**config.mk**
```make
export PLATFORM = sky130hd
export DESIGN_NAME = bt_cmd_decoder
export DESIGN_NICKNAME = d
export VERILOG_FILES = /design/src/rtl/bt_cmd_pkg.sv /design/src/rtl/bt_seq_mult.sv /design/src/rtl/bt_cmd_decoder.sv
export SDC_FILE = /design/constraint.sdc
export NUM_CORES = 1
export LEC_CHECK = 0
export ABC_AREA = 1
export CAP_MARGIN = 20
export CORE_MARGIN = 3
export CORE_UTILIZATION = 40
export CTS_CLUSTER_DIAMETER = 100
export CTS_CLUSTER_SIZE = 16
export DETAILED_ROUTE_END_ITERATION = 10
export PLACE_DENSITY = 0.61
export SYNTH_ARGS = -nofsm -noshare
export SYNTH_HDL_FRONTEND = slang
export SYNTH_HIERARCHICAL = 1
export SYNTH_SLANG_ARGS = --single-unit
```
**constraint.sdc**
```tcl
create_clock -name clk -period 2.24 [get_ports clk]
set_clock_uncertainty 0.1 [all_clocks]
set_input_delay 0.224 -clock clk [delete_from_list [all_inputs] [get_ports clk]]
set_output_delay 0.224 -clock clk [all_outputs]
set_load 0.01 [all_outputs]
```
**src/rtl/bt_cmd_pkg.sv**
```systemverilog
`timescale 1ns/1ps
// -----------------------------------------------------------------------------
// bt_cmd_pkg
//
// Shared definitions for the Bluetooth DDS command decoder:
//   - default numeric parameters (payload width, tuning constant, shift, clamp)
//   - command opcodes carried in word bits [31:28]
//   - decoder FSM state encoding
//   - waveform select codes driven to the DDS core
//   - reset values of the DDS control outputs
//   - payload range helper used by the decoder
// -----------------------------------------------------------------------------
package bt_cmd_pkg;

  // Frequency payload width in Hz (word bits [27:0]).
  localparam int DEF_FREQ_W    = 28;
  // round(2^32 / 50 MHz * 2^8): Hz -> phase increment, pre-scaled by 2^8.
  localparam int DEF_FTW_K     = 21990;
  localparam int DEF_FTW_SHIFT = 8;
  // Highest frequency the DDS is allowed to synthesise, in Hz.
  localparam int DEF_MAX_FREQ  = 20000000;
  // Multiplicand width for the tuning constant; 16 bits hold DEF_FTW_K.
  localparam int DEF_MUL_B_W   = 16;

  // Command opcodes.
  localparam logic [3:0] OP_FREQ  = 4'd1;
  localparam logic [3:0] OP_WAVE  = 4'd2;
  localparam logic [3:0] OP_AMP   = 4'd3;
  localparam logic [3:0] OP_PHASE = 4'd4;

  // Decoder FSM states.
  typedef enum logic [1:0] {
    ST_IDLE   = 2'd0,
    ST_DECODE = 2'd1,
    ST_MUL    = 2'd2,
    ST_COMMIT = 2'd3
  } state_e;

  // Waveform select codes understood by the DDS core.
  typedef enum logic [1:0] {
    WAVE_SINE     = 2'd0,
    WAVE_SQUARE   = 2'd1,
    WAVE_TRIANGLE = 2'd2,
    WAVE_SAW      = 2'd3
  } wave_e;

  // Output values after reset: silent frequency, full-scale sine, no offset.
  localparam logic [31:0] RST_FREQ_WORD  = 32'd0;
  localparam logic [1:0]  RST_WAVE_SEL   = WAVE_SINE;
  localparam logic [7:0]  RST_AMP_SCALE  = 8'hFF;
  localparam logic [11:0] RST_PHASE_WORD = 12'd0;

  // True when the payload fits in the low 'width' bits, i.e. it is within the
  // range of the target control register.
  function automatic logic payload_fits(input logic [27:0] payload,
                                        input int unsigned width);
    return (payload >> width) == 28'd0;
  endfunction

endpackage

```
**src/rtl/bt_seq_mult.sv**
```systemverilog
`timescale 1ns/1ps
// -----------------------------------------------------------------------------
// bt_seq_mult
//
// Serial shift-add multiplier with a start/done handshake. One multiplier bit
// is examined per cycle, LSB first; when set, the (progressively left-shifted)
// multiplicand is added into an (A_W + B_W)-bit accumulator. A_W cycles after
// the start cycle the full product is held in the accumulator.
//
// Ports:
//   clk     in   clock
//   rst     in   synchronous active-high reset; aborts any run in progress
//   start   in   one-cycle request; loads a and b, clears the accumulator
//   a       in   A_W-bit multiplier (bits consumed LSB first)
//   b       in   B_W-bit multiplicand
//   done    out  high during the cycle in which the last partial product is
//                added; result is valid from the following cycle until the
//                next start
//   result  out  (product >> SHIFT) truncated to R_W bits
// -----------------------------------------------------------------------------
module bt_seq_mult #(
  parameter int A_W   = 28,
  parameter int B_W   = 16,
  parameter int SHIFT = 8,
  parameter int R_W   = 32
) (
  input  logic           clk,
  input  logic           rst,
  input  logic           start,
  input  logic [A_W-1:0] a,
  input  logic [B_W-1:0] b,
  output logic           done,
  output logic [R_W-1:0] result
);

  localparam int P_W   = A_W + B_W;
  localparam int CNT_W = $clog2(A_W + 1);

  logic             running_q, running_d;
  logic [CNT_W-1:0] cnt_q,     cnt_d;
  logic [A_W-1:0]   mplier_q,  mplier_d;
  logic [P_W-1:0]   mcand_q,   mcand_d;
  logic [P_W-1:0]   acc_q,     acc_d;

  assign done   = running_q && (cnt_q == CNT_W'(A_W - 1));
  assign result = R_W'(acc_q >> SHIFT);

  always_comb begin
    // NOTE: every variable gets a default before any branch so the block
    // stays purely combinational; a missing path would infer a latch.
    running_d = running_q;
    cnt_d     = cnt_q;
    mplier_d  = mplier_q;
    mcand_d   = mcand_q;
    acc_d     = acc_q;

    if (start) begin
      running_d = 1'b1;
      cnt_d     = '0;
      mplier_d  = a;
      mcand_d   = P_W'(b);
      acc_d     = '0;
    end else if (running_q) begin
      if (mplier_q[0]) begin
        acc_d = acc_q + mcand_q;
      end
      mplier_d = mplier_q >> 1;
      mcand_d  = mcand_q << 1;
      cnt_d    = cnt_q + CNT_W'(1);
      if (done) begin
        running_d = 1'b0;
      end
    end
  end

  // NOTE: sequential state uses non-blocking assignments so every flop samples
  // values from before the edge, independent of statement order.
  always_ff @(posedge clk) begin
    if (rst) begin
      running_q <= 1'b0;
      cnt_q     <= '0;
      mplier_q  <= '0;
      mcand_q   <= '0;
      acc_q     <= '0;
    end else begin
      running_q <= running_d;
      cnt_q     <= cnt_d;
      mplier_q  <= mplier_d;
      mcand_q   <= mcand_d;
      acc_q     <= acc_d;
    end
  end

endmodule

```
**src/rtl/bt_cmd_decoder.sv**
```systemverilog
`timescale 1ns/1ps
// -----------------------------------------------------------------------------
// bt_cmd_decoder
//
// Decodes 32-bit command words from the Bluetooth receive stage into the
// registered DDS control words. Word format: opcode [31:28], payload [27:0].
//   opcode 1  frequency in Hz -> freq_word = (payload * FTW_K) >> FTW_SHIFT
//   opcode 2  waveform select  (payload <= 3)
//   opcode 3  amplitude scale  (payload <= 255)
//   opcode 4  phase offset     (payload <= 4095)
// Anything else is rejected with a cmd_err pulse. A new word arriving while a
// command is in flight is dropped and reported with cmd_err.
//
// Build option: define BT_CMD_FREQ_CLAMP_EN to clamp frequency payloads above
// MAX_FREQ to MAX_FREQ; without it such payloads are rejected.
//
// Ports:
//   clk         in   system clock
//   rst         in   synchronous active-high reset
//   data_32bit  in   command word, stable while refresh is high
//   refresh     in   new-word strobe (pulse or held level)
//   freq_word   out  DDS phase-increment word
//   wave_sel    out  waveform: 0 sine, 1 square, 2 triangle, 3 sawtooth
//   amp_scale   out  amplitude multiplier
//   phase_word  out  phase offset
//   cmd_valid   out  one-cycle pulse when a control register was updated
//   cmd_err     out  one-cycle pulse on a rejected or overrun command
//   busy        out  high whenever the decoder is not idle
// -----------------------------------------------------------------------------
module bt_cmd_decoder
  import bt_cmd_pkg::*;
#(
  parameter int FREQ_W    = DEF_FREQ_W,
  parameter int FTW_K     = DEF_FTW_K,
  parameter int FTW_SHIFT = DEF_FTW_SHIFT,
  parameter int MAX_FREQ  = DEF_MAX_FREQ
) (
  input  logic        clk,
  input  logic        rst,
  input  logic [31:0] data_32bit,
  input  logic        refresh,
  output logic [31:0] freq_word,
  output logic [1:0]  wave_sel,
  output logic [7:0]  amp_scale,
  output logic [11:0] phase_word,
  output logic        cmd_valid,
  output logic        cmd_err,
  output logic        busy
);

  // ---------------------------------------------------------------------------
  // State and registers
  // ---------------------------------------------------------------------------
  state_e      state_q,      state_d;
  logic        refresh_q,    refresh_d;
  logic [31:0] word_q,       word_d;
  logic [31:0] freq_word_q,  freq_word_d;
  logic [1:0]  wave_sel_q,   wave_sel_d;
  logic [7:0]  amp_scale_q,  amp_scale_d;
  logic [11:0] phase_word_q, phase_word_d;
  logic        cmd_valid_q,  cmd_valid_d;
  logic        cmd_err_q,    cmd_err_d;
  // Overrun error held back one cycle because it landed on a COMMIT edge.
  logic        ovr_pend_q,   ovr_pend_d;

  // ---------------------------------------------------------------------------
  // Strobe edge detection
  // ---------------------------------------------------------------------------
  logic refresh_rise;
  logic capture;
  logic overrun;

  // A held refresh level yields one rising edge, hence one capture.
  assign refresh_rise = refresh && !refresh_q;
  assign capture      = refresh_rise && (state_q == ST_IDLE);
  assign overrun      = refresh_rise && (state_q != ST_IDLE);

  // ---------------------------------------------------------------------------
  // Command decode (from the latched word, stable through DECODE..COMMIT)
  // ---------------------------------------------------------------------------
  logic [3:0]        opcode;
  logic [27:0]       payload;
  logic              cmd_ok;
  logic [FREQ_W-1:0] mul_a;
  logic              mul_start;
  logic              mul_done;
  logic [31:0]       mul_result;

  assign opcode  = word_q[31:28];
  assign payload = word_q[27:0];

  always_comb begin
    cmd_ok = 1'b0;
    mul_a  = FREQ_W'(payload);
    case (opcode)
      OP_FREQ: begin
`ifdef BT_CMD_FREQ_CLAMP_EN
        cmd_ok = 1'b1;
        if (payload > 28'(MAX_FREQ)) begin
          mul_a = FREQ_W'(MAX_FREQ);
        end
`else
        cmd_ok = (payload <= 28'(MAX_FREQ));
`endif
      end
      OP_WAVE:  cmd_ok = payload_fits(payload, 2);
      OP_AMP:   cmd_ok = payload_fits(payload, 8);
      OP_PHASE: cmd_ok = payload_fits(payload, 12);
      default:  cmd_ok = 1'b0;
    endcase
  end

  // Only accepted frequency commands pay for the multiply; everything else
  // goes straight from DECODE to COMMIT.
  assign mul_start = (state_q == ST_DECODE) && (opcode == OP_FREQ) && cmd_ok;

  bt_seq_mult #(
    .A_W   (FREQ_W),
    .B_W   (DEF_MUL_B_W),
    .SHIFT (FTW_SHIFT),
    .R_W   (32)
  ) u_mult (
    .clk    (clk),
    .rst    (rst),
    .start  (mul_start),
    .a      (mul_a),
    .b      (DEF_MUL_B_W'(FTW_K)),
    .done   (mul_done),
    .result (mul_result)
  );

  // ---------------------------------------------------------------------------
  // FSM: state register
  // ---------------------------------------------------------------------------
  always_ff @(posedge clk) begin
    if (rst) begin
      state_q <= ST_IDLE;
    end else begin
      state_q <= state_d;
    end
  end

  // ---------------------------------------------------------------------------
  // FSM: next-state logic
  // ---------------------------------------------------------------------------
  always_comb begin
    state_d = state_q;
    case (state_q)
      ST_IDLE:   if (capture) state_d = ST_DECODE;
      ST_DECODE: state_d = mul_start ? ST_MUL : ST_COMMIT;
      // The multiplier raises done in its last add cycle, so MUL lasts
      // exactly FREQ_W cycles and the product is ready in COMMIT.
      ST_MUL:    if (mul_done) state_d = ST_COMMIT;
      ST_COMMIT: state_d = ST_IDLE;
      default:   state_d = ST_IDLE;
    endcase
  end

  // ---------------------------------------------------------------------------
  // FSM: output / register-update logic
  // ---------------------------------------------------------------------------
  always_comb begin
    refresh_d    = refresh;
    word_d       = capture ? data_32bit : word_q;
    freq_word_d  = freq_word_q;
    wave_sel_d   = wave_sel_q;
    amp_scale_d  = amp_scale_q;
    phase_word_d = phase_word_q;
    cmd_valid_d  = 1'b0;
    cmd_err_d    = ovr_pend_q;
    ovr_pend_d   = 1'b0;

    // A dropped word is reported in the next cycle, unless that cycle already
    // carries the in-flight command's pulse; then it waits one more cycle so
    // the two pulses stay distinct.
    if (overrun) begin
      if (state_q == ST_COMMIT) begin
        ovr_pend_d = 1'b1;
      end else begin
        cmd_err_d = 1'b1;
      end
    end

    if (state_q == ST_COMMIT) begin
      if (cmd_ok) begin
        cmd_valid_d = 1'b1;
        case (opcode)
          OP_FREQ:  freq_word_d  = mul_result;
          OP_WAVE:  wave_sel_d   = payload[1:0];
          OP_AMP:   amp_scale_d  = payload[7:0];
          OP_PHASE: phase_word_d = payload[11:0];
          default:  cmd_valid_d  = 1'b1;
        endcase
      end else begin
        cmd_err_d = 1'b1;
      end
    end
  end

  // ---------------------------------------------------------------------------
  // Datapath and output registers
  // ---------------------------------------------------------------------------
  always_ff @(posedge clk) begin
    if (rst) begin
      refresh_q    <= 1'b0;
      word_q       <= 32'd0;
      freq_word_q  <= RST_FREQ_WORD;
      wave_sel_q   <= RST_WAVE_SEL;
      amp_scale_q  <= RST_AMP_SCALE;
      phase_word_q <= RST_PHASE_WORD;
      cmd_valid_q  <= 1'b0;
      cmd_err_q    <= 1'b0;
      ovr_pend_q   <= 1'b0;
    end else begin
      refresh_q    <= refresh_d;
      word_q       <= word_d;
      freq_word_q  <= freq_word_d;
      wave_sel_q   <= wave_sel_d;
      amp_scale_q  <= amp_scale_d;
      phase_word_q <= phase_word_d;
      cmd_valid_q  <= cmd_valid_d;
      cmd_err_q    <= cmd_err_d;
      ovr_pend_q   <= ovr_pend_d;
    end
  end

  assign freq_word  = freq_word_q;
  assign wave_sel   = wave_sel_q;
  assign amp_scale  = amp_scale_q;
  assign phase_word = phase_word_q;
  assign cmd_valid  = cmd_valid_q;
  assign cmd_err    = cmd_err_q;
  assign busy       = (state_q != ST_IDLE);

endmodule
```
* Word-level counts from Yosys, hierarchy flattened
Index checks and enable logic that the tools add are counted.
** Operators by class
- Reduce and logical (&&, ||, !) cells :: 22
- Add/sub/neg operators :: 2
- Bitwise operators :: 2
- Equality and inequality tests :: 10
- Multiplexer cells :: 18
- Order comparisons :: 1
** Operator list (count)
- 28-bit logical NOT :: 3
- 28-bit 2-to-1 mux :: 2
- 44-bit adder :: 1
- 15-bit 2-to-1 mux :: 2
- 28-bit by 25-bit less-or-equal comparator with 1-bit output, second input constant :: 1
- 3-bit AND reduction :: 4
- 1-bit 2-to-1 mux :: 10
- 4-bit by 2-bit equality test with 1-bit output, second input constant :: 2
- 2-bit one-hot mux with 4 select lines :: 1
- 1-bit logical AND :: 6
- 2-bit OR reduction :: 3
- 5-bit by 1-bit adder with 5-bit output, second input constant :: 1
- 5-bit equality test, second input constant :: 1
- 2-bit equality test, second input constant :: 2
- 4-bit by 1-bit equality test with 1-bit output, second input constant :: 1
- 4-bit by 3-bit equality test with 1-bit output, second input constant :: 1
- 2-bit 2-to-1 mux :: 2
- 2-bit inequality test, second input constant :: 2
- 1-bit one-hot mux with 4 select lines :: 1
- 2-bit AND reduction :: 2
- 2-bit nonzero test :: 2
- 2-bit by 1-bit equality test with 1-bit output, second input constant :: 1
- 2-bit logical NOT :: 1
- 1-bit NOT :: 2
- 1-bit logical NOT :: 1
** Word-level totals
- Output and inout bits :: 57
- Flip-flop bits (word level) :: 213
- Input port bits :: 35
- Logic and storage cells :: 71

* Logic depth before layout (Yosys ltp)
- Word-level depth :: 6
- Mapped depth :: 15
- Mapped depth without buffers :: 15

* Hierarchy
The synthesis kept the hierarchy.
** By module, submodules not included
- bt_seq_mult :: instances 1, seq. area each 2282.2 sq um, cells an instance 1243, area an instance 7778.7 sq um
- bt_cmd_decoder :: instances 1, seq. area each 1841.8 sq um, cells an instance 498, area an instance 3698.5 sq um

* Worst setup path before layout
Ideal clock, no wire load.
- Kind :: reg2reg
- From :: register word_q[26]
- To :: register u_mult.mcand_q[1]
- Slack :: 0.084 ns
- Period minus slack after synthesis :: 2.156 ns
- Path buffers :: 1
- Library setup time :: 0.110 ns
- Data arrival time :: 1.946 ns
- Required time :: 2.030 ns
- Cell stages (with the launch flop) :: 14
- Cell sequence :: dfxtp_1 -> nor2_1 -> nand2_1 -> nor2_2 -> nand4_1 -> nand2_1 -> nand2_2 -> nor2_1 -> nor2_1 -> inv_1 -> clkbuf_1 -> o211ai_1 -> nand2_1 -> inv_1
** On the way
- Cells in the longest elaborated chain, start to end :: 4
- Elaborated cells on any way between the ends :: 8
- Those cells by class :: order compare: 1; mux: 2; reduce/logical: 5
** RTL lines
- start: declaration :: RTL line bt_cmd_decoder.sv:56 : logic [31:0] word_q, word_d;
- start signal: assignment :: RTL line bt_cmd_decoder.sv:216 : word_q <= word_d;
- 28-bit by 25-bit less-or-equal comparator with 1-bit output or 28-bit logical NOT (tied branches) :: RTL line bt_cmd_decoder.sv:103, bt_cmd_pkg.sv:57
- 1-bit one-hot mux with 4 select lines (*) :: RTL line bt_cmd_decoder.sv:95 : case (opcode)
- 1-bit logical AND (*) :: RTL line bt_cmd_decoder.sv:115 : assign mul_start = (state_q == ST_DECODE) && (opcode == OP_FREQ) && cmd_ok;
- via mul_start :: RTL line bt_cmd_decoder.sv:85 : logic mul_start;
- 15-bit 2-to-1 mux or 2-bit nonzero test (tied branches)
- end signal: assignment :: RTL line bt_seq_mult.sv:89 : mcand_q <= mcand_d;
- end: declaration :: RTL line bt_seq_mult.sv:42 : logic [P_W-1:0] mcand_q, mcand_d;
The timed path passes the listed nets; every way through them passes the cells marked *.
A chain may end at the register's enable or synchronous reset.

* Worst setup path after layout
- From :: register word_q[4]
- To :: register u_mult.mcand_q[4]
** On the way
- Cells in the longest elaborated chain, start to end :: 4
- Elaborated cells on any way between the ends :: 5
- Those cells by class :: order compare: 1; mux: 1; reduce/logical: 3
** RTL lines (RTL line)
- 28-bit by 25-bit less-or-equal comparator with 1-bit output or 28-bit logical NOT (tied branches) :: bt_cmd_decoder.sv:103, bt_cmd_pkg.sv:57
- 1-bit one-hot mux with 4 select lines (*) :: bt_cmd_decoder.sv:95
- 1-bit logical AND (*) :: bt_cmd_decoder.sv:115
- via mul_start :: bt_cmd_decoder.sv:85
- 2-bit OR reduction (no source line) (*)
Marked as above.

==> results.py <==
metrics = {
    "outcome": {
        "run_status": "completed",
    },
    "clock_network": {
        "tritoncts_clock_tree": "built",
        "cts_buffer_depth": 3,
        "cts.sinks": 206,
        "numCtsBuffers": 16,
        "clkSlewWorstSetupHoldPaths_ns": 0.07,
        "clock_insertion_delay_worst_skew_ns": 0.50,
        "root_buffer": "sky130_fd_sc_hd__clkbuf_16",
        "cts_htree_levels": 1,
    },
    "floorplanning": {
        "num_rows": 61,
        "die_width_um": 175,
        "floorplan.die.height_um": 175,
        "floorplan.initialDensity_pct": 41.0,
        "ios": 92,
        "die_area_um2": 30800,
        "core_area_um2": 28000,
    },
    "hold_path": {
        "hold_path.startpoint": "refresh",
        "worst_hold_path.num_cells": 3,
        "class_of_the_tightest_hold_or_removal_check": "primary input to register",
        "whs_endpoint": "refresh_q",
    },
    "yosys": {
        "synth-seq-area-share_pct": 35.9,
        "postSynth.topFlopCell": "sky130_fd_sc_hd__dfxtp_1",
        "netlist_area_um2": 11500,
        "synth_area_leaders": "sky130_fd_sc_hd__dfxtp_1, sky130_fd_sc_hd__nand2_1, sky130_fd_sc_hd__inv_1",
        "number_of_different_library_cells_in_the_post_synthesis_netlist": 42,
        "synth_seq_cells": 206,
        "syn_area_per_cell_um2": 6.59,
        "synth_warnings": 6,
        "async_set_or_reset_flop_fraction_in_the_synthesized_netlist_pct": 0,
        "netlist_instances": 1741,
        "synth-edff-count": 0,
        "synth_largest_type_area_fraction_pct": 35.9,
        "synth_top_cell_by_area": "sky130_fd_sc_hd__dfxtp_1",
    },
    "pwr": {
        "power.static_leakage_nw": 6.72,
        "vdd_ir_drop_max_v": 0.000583,
        "power_density_nw_per_um2": 598,
    },
    "place": {
        "place.detailed.instances": 2189,
        "place_hpwl_mm": 21.8,
        "pre_cts_slack_ns": -0.0283,
        "numPortBuffers": 91,
        "place_congestion": 0.896,
    },
    "cells_and_area": {
        "final_cells": 2209,
        "areaGrowthSynthToFinish_pct": 17.8,
        "insertedDiodeCount": 0,
        "num-nets-final": 1911,
        "layout-drive-gt1-share_pct": 8.57,
    },
    "worst_setup_path": {
        "reg2regPathDepth": 14,
        "timing.critical_path.from_type": "register",
        "timing.reg2reg.setup_slack_ns": 0.13,
        "crit_type": "register to register",
        "crit_required_ns": 2.52,
        "worst_setup_path_end_kind": "register",
        "critPathMaxFanout": 11,
        "critical_path_arrival_ns": 2.39,
        "rr_endpoint": "u_mult/mcand_q[4]",
        "r2r_start": "word_q[4]",
    },
    "drt": {
        "routedWlPerCell_um": 13.2,
        "num_vias": 10600,
        "viasPerCell": 4.78,
        "drt.antenna.violating_nets": 0,
        "wl_mm": 29.2,
        "drt_iter0_markers": 634,
        "dr.pass1.iters": 7,
        "drt_drc_violations_left": 0,
    },
    "timing": {
        "clock.fmax_mhz": 473,
        "finalHoldViolations": 0,
        "slew_viol_final": 0,
        "layout_worst_path_cycle_share_pct": 94.4,
        "layout_min_cycle_time_ns": 2.11,
        "unrepaired_setup_endpoints_after_global_routing": "true",
        "setup-violations-final": 0,
        "worst_slack_ns": 0.126,
    },
    "grt": {
        "vias_in_the_first_global_route": 9980,
        "grt_overflow": 0,
        "pin_count_of_the_biggest_net_entering_global_routing": 65,
        "grt_pass1_wl_mm": 48.7,
        "grtUsageTotal_pct": 18.9,
        "antenna_violations_before_repair": 0,
    },
    "flow_run": {
        "timing.max_cap.violations": 0,
    },
}
==> placed cells by master (no fill, tap or decap), types with 22 or more instances in the layout <==
cell                              instances
sky130_fd_sc_hd__o21bai_1                22
sky130_fd_sc_hd__buf_4                   49
sky130_fd_sc_hd__inv_1                  312
sky130_fd_sc_hd__nand3_1                 72
sky130_fd_sc_hd__clkdlybuf4s50_1         90
sky130_fd_sc_hd__dfxtp_1                203
sky130_fd_sc_hd__ha_1                    40
sky130_fd_sc_hd__nor2_1                 119
sky130_fd_sc_hd__nand2_1                456
sky130_fd_sc_hd__a21oi_1                127
sky130_fd_sc_hd__o21ai_0                124
==> metrics by stage <==
stage               total power [mW]  TNS (ns)  hold slack (ns)  util (%)  instance area (µm²)
floorplan                       4.88         0            0.193         -                11500
global placement                5.46   -0.0531            0.331      46.3                13000
detailed placement              5.48   -0.0561            0.334      46.3                13000
CTS                             8.15         0            0.142      47.9                13400
global route                    8.50  -0.00660            0.200      48.3                13500
finish                          8.08         0            0.164      48.3                13500
==> critical path, stage by stage (launching register included) <==
cell and delay, ns:
sky130_fd_sc_hd__dfxtp_1 0.35, sky130_fd_sc_hd__inv_2 0.08, sky130_fd_sc_hd__nand3_1 0.09, sky130_fd_sc_hd__nor2_2 0.19
sky130_fd_sc_hd__nand4_1 0.13, sky130_fd_sc_hd__nand2_2 0.10, sky130_fd_sc_hd__nand2_2 0.07, sky130_fd_sc_hd__nor2_4 0.23
sky130_fd_sc_hd__buf_6 0.14, sky130_fd_sc_hd__nor2_4 0.05, sky130_fd_sc_hd__inv_2 0.09, sky130_fd_sc_hd__buf_12 0.13
sky130_fd_sc_hd__nor2_1 0.04, sky130_fd_sc_hd__o21ai_0 0.14, sky130_fd_sc_hd__inv_1 0.05
==> flip-flops by register name, indices dropped and copies added (netlist names) <==
register	flops
ovr_pend_q	1
phase_word	12
state_q	2
u_mult/running_q	1
cmd_err	1
freq_word	32
refresh_q	1
u_mult/cnt_q	5
word_q	32
u_mult/mplier_q	28
cmd_valid	1
wave_sel	2
u_mult/acc_q	40
u_mult/mcand_q	40
amp_scale	8
==> cell type report <==
| type | instances | area [µm²] |
|---|---|---|
| clock buffer | 17 | 414 |
| fill | 2923 | 14500 |
| tap | 378 | 473 |
| clock inverter | 1 | 16.3 |
| sequential | 206 | 4130 |
| timing repair buffer | 152 | 1490 |
| multi-input combinational | 1132 | 5780 |
| inverter | 323 | 1210 |
==> metal layers <==
metal	GRT usage [%]	share of wire, %	wire [µm]	vias up
met5	0	0	0	-
li1	-	-	-	5566
met1	26.2	49	14400	4738
met3	2.51	4.8	1400	38
met4	4.02	2.0	579	0
met2	31.5	44	12800	218
==> how the worst max path moves through the flow <==
stage	from	end	slack, ns	depth (start not counted)
global route	u_mult/mcand_q[9]	u_mult/acc_q[35]	-0.007	15
CTS	u_mult/mcand_q[0]	u_mult/acc_q[32]	0.02	14
global placement	u_mult/mcand_q[0]	u_mult/acc_q[24]	-0.04	14
finish	word_q[4]	u_mult/mcand_q[4]	0.13	14
detailed placement	u_mult/mcand_q[0]	u_mult/acc_q[24]	-0.03	14
floorplan	word_q[26]	u_mult/mcand_q[1]	0.08	13
==> what timing repair did <==
item	4_1_cts	5_1_grt
pin swaps	0	6
setup buffers	0	2
endpoints found under the hold margin	0	0
setup endpoints to repair	15	56
gates cloned	0	0
gates resized for setup	3	31
hold buffers	0	0
==> power breakdown <==
group / leakage, nW / total (mW) / switching [mW] / internal (mW)
Sequential: 1.67 / 3.98 / 0.140 / 3.84
Combinational: 4.84 / 1.46 / 0.871 / 0.585
Clock: 0.211 / 2.64 / 1.32 / 1.32
==> cell families after synthesis <==
group / synth area share [%]
DFF: 35.9
adders and majority gates: 4.97
buffers and inverters: 14.9
xor gates and xnor gates: 1.68
other: 0.0654
and+or+nand+nor: 26.3
AOI/OAI and AO/OA: 16.1
==> Yosys cell counts, drive strengths merged (4+ instances only) <==
master,count
nor3,9
nand3,84
ha,44
o21ai,126
a21oi,132
o221ai,13
inv,320
o211ai,21
buf,50
nand2,474
xor2,18
o21bai,22
nand4,5
a22oi,11
clkbuf,44
xnor2,4
nor2,143
dfxtp,206
No activity file was read; power rests on OpenSTA's default activity.
